$ cat config.mk
export PLATFORM = sky130hd
export DESIGN_NAME = imem_loader_flat
export DESIGN_NICKNAME = d
export VERILOG_FILES = /design/src/rtl/imem_loader_pkg.sv /design/src/rtl/imem_loader_if.sv /design/src/rtl/imem_word_pack.sv /design/src/rtl/imem_loader.sv /design/src/flat_wrapper.sv
export SDC_FILE = /design/constraint.sdc
export NUM_CORES = 1
export LEC_CHECK = 0
export CORE_ASPECT_RATIO = 1.2
export CORE_UTILIZATION = 55
export CTS_CLUSTER_DIAMETER = 150
export DETAILED_ROUTE_END_ITERATION = 6
export GPL_TIMING_DRIVEN = 0
export PLACE_DENSITY = 0.85
export RECOVER_POWER = 100
export SYNTH_ARGS = -nofsm -noshare
export SYNTH_HDL_FRONTEND = slang
export SYNTH_SLANG_ARGS = --single-unit
$ cat constraint.sdc
create_clock -name clk -period 7.4 [get_ports clk]
set_input_delay 0.74 -clock clk [delete_from_list [all_inputs] [get_ports clk]]
set_output_delay 0.74 -clock clk [all_outputs]
set_load 0.01 [all_outputs]
$ cat src/rtl/imem_loader_pkg.sv
// Shared types and constants for the instruction-memory loader.
// Holds the FSM state encoding and the stream/length field widths.
package imem_loader_pkg;

    localparam int BYTE_W = 8;
    localparam int LEN_W  = 16;

    typedef enum logic [2:0] {
        IDLE   = 3'd0,
        LEN_LO = 3'd1,
        LEN_HI = 3'd2,
        DATA   = 3'd3,
        CSUM   = 3'd4
    } state_e;

endpackage

$ cat src/rtl/imem_loader_if.sv
// Byte-stream handshake between the host byte source (master) and the loader (slave).
// A byte moves on every rising clk edge where rx_valid and rx_ready are both 1.
interface imem_loader_if;
    import imem_loader_pkg::*;

    logic [BYTE_W-1:0] rx_data;
    logic              rx_valid;
    logic              rx_ready;

    modport master (output rx_data, output rx_valid, input rx_ready);
    modport slave  (input rx_data, input rx_valid, output rx_ready);

endinterface

$ cat src/rtl/imem_word_pack.sv
// Little-endian byte-to-word assembler: byte k of a word lands in bits [8k+7:8k].
// word_next already contains the byte being accepted, so the caller can register it on the same edge.
module imem_word_pack
    import imem_loader_pkg::*;
#(
    parameter int WIDTH = 32
) (
    input  logic              clk,
    input  logic              reset,
    input  logic              clear,
    input  logic              byte_valid,
    input  logic [BYTE_W-1:0] byte_in,
    output logic [WIDTH-1:0]  word_next,
    output logic              word_complete
);

    localparam int BYTES = WIDTH / BYTE_W;
    localparam int IDX_W = (BYTES > 1) ? $clog2(BYTES) : 1;

    logic [IDX_W-1:0] idx_q, idx_d;
    logic [WIDTH-1:0] asm_q, asm_d;

    always_comb begin
        asm_d         = asm_q;
        idx_d         = idx_q;
        word_complete = 1'b0;
        if (byte_valid) begin
            for (int k = 0; k < BYTES; k++) begin
                if (idx_q == IDX_W'(k)) begin
                    asm_d[k*BYTE_W +: BYTE_W] = byte_in;
                end
            end
            if (idx_q == IDX_W'(BYTES - 1)) begin
                word_complete = 1'b1;
                idx_d         = '0;
            end else begin
                idx_d = idx_q + IDX_W'(1);
            end
        end
        word_next = asm_d;
        if (clear) begin
            idx_d = '0;
            asm_d = '0;
        end
    end

    always_ff @(posedge clk or posedge reset) begin
        if (reset) begin
            idx_q <= '0;
            asm_q <= '0;
        end else begin
            idx_q <= idx_d;
            asm_q <= asm_d;
        end
    end

endmodule

$ cat src/rtl/imem_loader.sv
// Loads a length-prefixed byte image into the instruction EBRAM and holds the CPU meanwhile.
// Define IMEM_LOADER_CHECKSUM_EN to require a trailing byte making the 8-bit data sum zero.
module imem_loader
    import imem_loader_pkg::*;
#(
    parameter int   DEPTH     = 512,
    parameter int   DEPTH_LOG = 9,
    parameter int   WIDTH     = 32,
    parameter logic BOOT_HOLD = 1'b1
) (
    input  logic                 clk,
    input  logic                 reset,
    input  logic                 start,
    imem_loader_if.slave         rx,
    output logic                 mem_we,
    output logic [DEPTH_LOG-1:0] mem_addr,
    output logic [WIDTH-1:0]     mem_wdata,
    output logic                 busy,
    output logic                 done,
    output logic                 error,
    output logic                 cpu_hold,
    output state_e               dbg_state
);

    state_e               state_q, state_d;
    logic [LEN_W-1:0]     len_q, len_d;
    logic [LEN_W-1:0]     word_idx_q, word_idx_d;
    logic                 mem_we_q, mem_we_d;
    logic [DEPTH_LOG-1:0] mem_addr_q, mem_addr_d;
    logic [WIDTH-1:0]     mem_wdata_q, mem_wdata_d;
    logic                 busy_q, busy_d;
    logic                 done_q, done_d;
    logic                 error_q, error_d;
    logic                 cpu_hold_q, cpu_hold_d;
`ifdef IMEM_LOADER_CHECKSUM_EN
    logic [BYTE_W-1:0]    sum_q, sum_d;
`endif

    logic                 rx_ready_c;
    logic                 accept;
    logic                 pack_clear;
    logic                 word_complete;
    logic [WIDTH-1:0]     word_next;
    logic [LEN_W-1:0]     len_full;

    always_comb begin
        rx_ready_c = 1'b0;
        case (state_q)
            LEN_LO, LEN_HI, DATA: rx_ready_c = 1'b1;
`ifdef IMEM_LOADER_CHECKSUM_EN
            CSUM:                 rx_ready_c = 1'b1;
`endif
            default:              rx_ready_c = 1'b0;
        endcase
    end

    assign rx.rx_ready = rx_ready_c;
    assign accept      = rx.rx_valid && rx_ready_c;
    assign len_full    = {rx.rx_data, len_q[BYTE_W-1:0]};

    imem_word_pack #(.WIDTH(WIDTH)) u_pack (
        .clk           (clk),
        .reset         (reset),
        .clear         (pack_clear),
        .byte_valid    (accept && (state_q == DATA)),
        .byte_in       (rx.rx_data),
        .word_next     (word_next),
        .word_complete (word_complete)
    );

    always_comb begin
        state_d     = state_q;
        len_d       = len_q;
        word_idx_d  = word_idx_q;
        mem_we_d    = 1'b0;
        mem_addr_d  = mem_addr_q;
        mem_wdata_d = mem_wdata_q;
        busy_d      = busy_q;
        done_d      = done_q;
        error_d     = error_q;
        cpu_hold_d  = cpu_hold_q;
        pack_clear  = 1'b0;
`ifdef IMEM_LOADER_CHECKSUM_EN
        sum_d       = sum_q;
`endif
        case (state_q)
            IDLE: begin
                if (start) begin
                    state_d    = LEN_LO;
                    done_d     = 1'b0;
                    error_d    = 1'b0;
                    busy_d     = 1'b1;
                    cpu_hold_d = 1'b1;
                    len_d      = '0;
                    word_idx_d = '0;
                    pack_clear = 1'b1;
`ifdef IMEM_LOADER_CHECKSUM_EN
                    sum_d      = '0;
`endif
                end
            end
            LEN_LO: begin
                if (accept) begin
                    len_d[BYTE_W-1:0] = rx.rx_data;
                    state_d           = LEN_HI;
                end
            end
            LEN_HI: begin
                if (accept) begin
                    len_d = len_full;
                    if (len_full == '0) begin
`ifdef IMEM_LOADER_CHECKSUM_EN
                        state_d    = CSUM;
`else
                        state_d    = IDLE;
                        done_d     = 1'b1;
                        busy_d     = 1'b0;
                        cpu_hold_d = 1'b0;
`endif
                    end else if (len_full > LEN_W'(DEPTH)) begin
                        // The core stays held: the memory image is not trustworthy.
                        state_d = IDLE;
                        error_d = 1'b1;
                        busy_d  = 1'b0;
                    end else begin
                        state_d    = DATA;
                        word_idx_d = '0;
                        pack_clear = 1'b1;
                    end
                end
            end
            DATA: begin
                if (accept) begin
`ifdef IMEM_LOADER_CHECKSUM_EN
                    sum_d = sum_q + rx.rx_data;
`endif
                    if (word_complete) begin
                        mem_we_d    = 1'b1;
                        mem_addr_d  = word_idx_q[DEPTH_LOG-1:0];
                        mem_wdata_d = word_next;
                        word_idx_d  = word_idx_q + LEN_W'(1);
                        if (word_idx_q == len_q - LEN_W'(1)) begin
`ifdef IMEM_LOADER_CHECKSUM_EN
                            state_d    = CSUM;
`else
                            state_d    = IDLE;
                            done_d     = 1'b1;
                            busy_d     = 1'b0;
                            cpu_hold_d = 1'b0;
`endif
                        end
                    end
                end
            end
            CSUM: begin
`ifdef IMEM_LOADER_CHECKSUM_EN
                if (accept) begin
                    state_d = IDLE;
                    busy_d  = 1'b0;
                    if (BYTE_W'(sum_q + rx.rx_data) == '0) begin
                        done_d     = 1'b1;
                        cpu_hold_d = 1'b0;
                    end else begin
                        error_d = 1'b1;
                    end
                end
`else
                state_d = IDLE;
`endif
            end
            default: state_d = IDLE;
        endcase
    end

    always_ff @(posedge clk or posedge reset) begin
        if (reset) begin
            state_q     <= IDLE;
            len_q       <= '0;
            word_idx_q  <= '0;
            mem_we_q    <= 1'b0;
            mem_addr_q  <= '0;
            mem_wdata_q <= '0;
            busy_q      <= 1'b0;
            done_q      <= 1'b0;
            error_q     <= 1'b0;
            cpu_hold_q  <= BOOT_HOLD;
`ifdef IMEM_LOADER_CHECKSUM_EN
            sum_q       <= '0;
`endif
        end else begin
            state_q     <= state_d;
            len_q       <= len_d;
            word_idx_q  <= word_idx_d;
            mem_we_q    <= mem_we_d;
            mem_addr_q  <= mem_addr_d;
            mem_wdata_q <= mem_wdata_d;
            busy_q      <= busy_d;
            done_q      <= done_d;
            error_q     <= error_d;
            cpu_hold_q  <= cpu_hold_d;
`ifdef IMEM_LOADER_CHECKSUM_EN
            sum_q       <= sum_d;
`endif
        end
    end

    assign mem_we    = mem_we_q;
    assign mem_addr  = mem_addr_q;
    assign mem_wdata = mem_wdata_q;
    assign busy      = busy_q;
    assign done      = done_q;
    assign error     = error_q;
    assign cpu_hold  = cpu_hold_q;
    assign dbg_state = state_q;

endmodule
$ cat src/flat_wrapper.sv
// flat-port wrapper written by rule: the top's interface ports become plain ports
module imem_loader_flat import imem_loader_pkg::*;
#(
    parameter int   DEPTH     = 512,
    parameter int   DEPTH_LOG = 9,
    parameter int   WIDTH     = 32,
    parameter logic BOOT_HOLD = 1'b1
)
  (clk, reset, start, mem_we, mem_addr, mem_wdata, busy, done, error, cpu_hold, dbg_state, rx_rx_data, rx_rx_valid, rx_rx_ready);
  imem_loader_if rx_i ();
  input  logic clk;
  input  logic reset;
  input  logic start;
  output logic mem_we;
  output logic [DEPTH_LOG-1:0] mem_addr;
  output logic [WIDTH-1:0] mem_wdata;
  output logic busy;
  output logic done;
  output logic error;
  output logic cpu_hold;
  output state_e dbg_state;
  input wire logic [$bits(rx_i.rx_data)-1:0] rx_rx_data;
  input wire logic [$bits(rx_i.rx_valid)-1:0] rx_rx_valid;
  output wire logic [$bits(rx_i.rx_ready)-1:0] rx_rx_ready;
  assign rx_i.rx_data = rx_rx_data;
  assign rx_i.rx_valid = rx_rx_valid;
  assign rx_rx_ready = rx_i.rx_ready;
  imem_loader #(.DEPTH(DEPTH), .DEPTH_LOG(DEPTH_LOG), .WIDTH(WIDTH), .BOOT_HOLD(BOOT_HOLD)) u_core (.clk(clk), .reset(reset), .start(start), .rx(rx_i), .mem_we(mem_we), .mem_addr(mem_addr), .mem_wdata(mem_wdata), .busy(busy), .done(done), .error(error), .cpu_hold(cpu_hold), .dbg_state(dbg_state));
endmodule
==> flow_summary.ini <==
[floorplanning]
pin_count = 62
row_count = 38
die_height_um = 107
die_area_sq_um = 9630
core-area_sq_um = 8990
start_util_pct = 56.5
die_w_um = 89.7

[sta]
whs_ps = 473
finClkSkew_ps = 9.75
fin_setup_tns_ps = 0
setup_viol = 0
slew_violations = 62
slew-limit-headroom_pct = -80.4
worst_slew_pin_slew_ps = 2690
hold_violations = 0
period_minus_slack_ps = 4130
period_share_pct = 55.8
rsz0062_at_grt = no
fmax_mhz = 242

[clock_network]
clkSinkCount = 106
htreeDepth = 3
cts_hold_buf = 0
numCtsBuffers = 9
cts_resized = 0
insertion_delay_ps = 390
clk_pin_slew_worst_paths_ps = 100
cts_setup_buffers = 0
cts_tree = built
cts.path.max_buffers = 2
cts_root_buf = clkbuf_8

[worst_setup_path]
crit_path_end_kind = flip-flop
startpoint_type = input port
path_delay_family = simple AND/OR/NAND/NOR gates
critPathKind = in2reg
slowest_delay_ps = 770
path_buf_inv = 2
arrival_ps = 4390
crit_required_ps = 7660
path_cells = dlygate4sd3_1 > or4b_2 > or4_2 > a21boi_0 > nand3_1 > a21oi_1 > clkbuf_1 > nor2_1
cp_max_fo = 10
cp_slowest_cell = or4b_2

[pwr]
seqPwrFrac_pct = 42.4
pwr-share-comb_pct = 39.8
peakVddDrop_mv = 0.232
power.net_switching_mw = 0.793
internal_power_mw = 1.25
powerDensity_nw_per_um2 = 341
clkPwrFrac_pct = 17.8
p_leak_nw = 2.91
swShare_pct = 38.8

[synth]
synth-xor-area-share_pct = 3.62
synth_cells = 551
synth_top_cell_area_share_pct = 51.7
synthMuxAreaShare_pct = 4.73
synth-seq-cells = 106
syn-cell-area_sq_um = 5080
synth.most_common_cell = nand2_1
synth-edff-count = 0
yosys.area.top_type = dfrtp_1
syn_nets = 570
synth-simple-area-share_pct = 21.1
yosysSeqAreaShare_pct = 52.2
ys_async_sr_fraction_pct = 100
yosysWarnings = 0
synth_top_family_by_area = simple AND/OR/NAND/NOR gates
synth_cell_types = 53
yosys.area_share.adder_pct = 1.72
synth_area_per_cell_sq_um = 9.22
synth_area_leaders = dfrtp_1 (52%), nand2_1 (8.0%), o21ai_0 (6.1%)
netlist_top_cells_count = nand2_1 (108), dfrtp_1 (105), o21ai_0 (62)
synth_compound_area_share_pct = 11.9
dominantRegCellSynth = dfrtp_1

[routing]
vias_per_cell = 5.88
final_antenna_net_count = 0
wl_um = 13100
wl_per_cell_um = 17.5
vias = 4383
drtPass1Iterations = 7
drc = 0
dr.first_iter.drc_count = 258

[placed_design]
io_buffer_count = 59
hpwl_um = 9220
routabilityCongestion = 0.926

[final_layout]
drive_above_1_share_pct = 5.43
antennaDiodeCount = 0
area_growth_pct = 18.2
seqCellArea_sq_um = 2650
fin_nets = 641
multiInputGateArea_sq_um = 2170
fillers = 712

[global_route]
grt_pass1_wl_um = 21300
antenna_found_initial = 0
grt_max_degree = 63
grt_pass1_vias = 4405
grt_overflow = 0
grt_use_total_pct = 28.8

[hold_path]
min_path_type = reg2reg

[outcome]
status = finished, violations left
violations = max-capacitance violations, max-slew violations

[job]
max-cap-violations = 1
## path summary, 6_finish.rpt
check,from,endpoint,slack [ps],depth (start not counted)
worst max-delay path,rx_rx_data[0],u_core.u_pack.asm_q[23],3270,8
worst min-delay path,u_core.mem_addr[0],u_core.mem_addr[0],470,2
worst max register to register,u_core.len_q[2],u_core.busy,3690,8
worst min register to register,u_core.mem_addr[0],u_core.mem_addr[0],470,2
max in group asynchronous,reset,u_core.mem_wdata[30],4620,2
min in group asynchronous,reset,u_core.mem_addr[2],1550,2
## metal layers
metal	global-route usage [%]	up-vias	part of all wire, %
met5	0	-	0
met4	17.1	0	3.8
met3	4.66	44	6.6
met2	51.3	191	51
met1	32.9	2135	39
li1	-	2013	-
## logic make-up (layout without fill, tap and decap cells)
logic type,count (synthesis),in the layout
AO/OA/AOI/OAI,104,104
XOR/XNOR,21,21
adder cells (fa/ha/maj),7,7
buffers and inverters,56,131
flip-flops,106,106
multiplexers,24,24
other,1,1
AND/OR/NAND/NOR,232,232
## state kept, by name, summed over array words and instances, names as in the netlist
name,count
u_core.done,1
u_core.len_q,16
u_core.busy,1
u_core.error,1
u_core.mem_addr,9
u_core.dbg_state,2
u_core.u_pack.asm_q,24
u_core.word_idx_q,16
u_core.mem_we,1
u_core.mem_wdata,32
u_core.u_pack.idx_q,2
u_core.cpu_hold,1
## tightest hold or removal path: stages, from the launching register on
cell and delay, ps:
dfrtp_1 350, nand2_1 50, nand2_1 50
## through the flow
step                      instances  power, mW  area [sq um]  utilization [%]  worst slack, ps
after floorplan                 551       1.39          5080                -             3870
after global placement          730       1.68          5820             64.8             2500
after detailed placement        731       1.72          5840             65.0             3580
after CTS                       746       2.09          6040             67.2             3960
after global routing            746       2.18          6010             66.9             3150
final                           746       2.05          6010             66.9             3270
## cell usage in the layout, fill, tap and decap left out, drive strengths merged, types with 16 or more instances in the layout
cell type	instances
clkbuf	39
dfrtp	105
dlygate4sd3	52
inv	24
mux2i	24
nand2	108
nand3	19
nor2	50
o21ai	63
xnor2	16
## power by group through the flow
stage	Sequential, mW	Clock (mW)	Combinational (mW)
final	0.867	0.365	0.814
after global routing	0.888	0.393	0.898
after CTS	0.872	0.367	0.846
after detailed placement	0.882	0	0.837
after global placement	0.872	0	0.804
after floorplan	0.892	0	0.500
## final cells by class
| cell class | count | share of cell area (%) |
|---|---|---|
| plain buffers | 34 | 2.35 |
| clock buffers | 9 | 2.06 |
| clock inverters | 6 | 1.23 |
| inverters | 22 | 1.40 |
| multi-input cells | 389 | 36.1 |
| flip-flops and latches | 106 | 44.2 |
| well taps | 120 | 2.50 |
| repair buffers | 60 | 10.2 |
No activity file was read; power rests on OpenSTA's default activity.
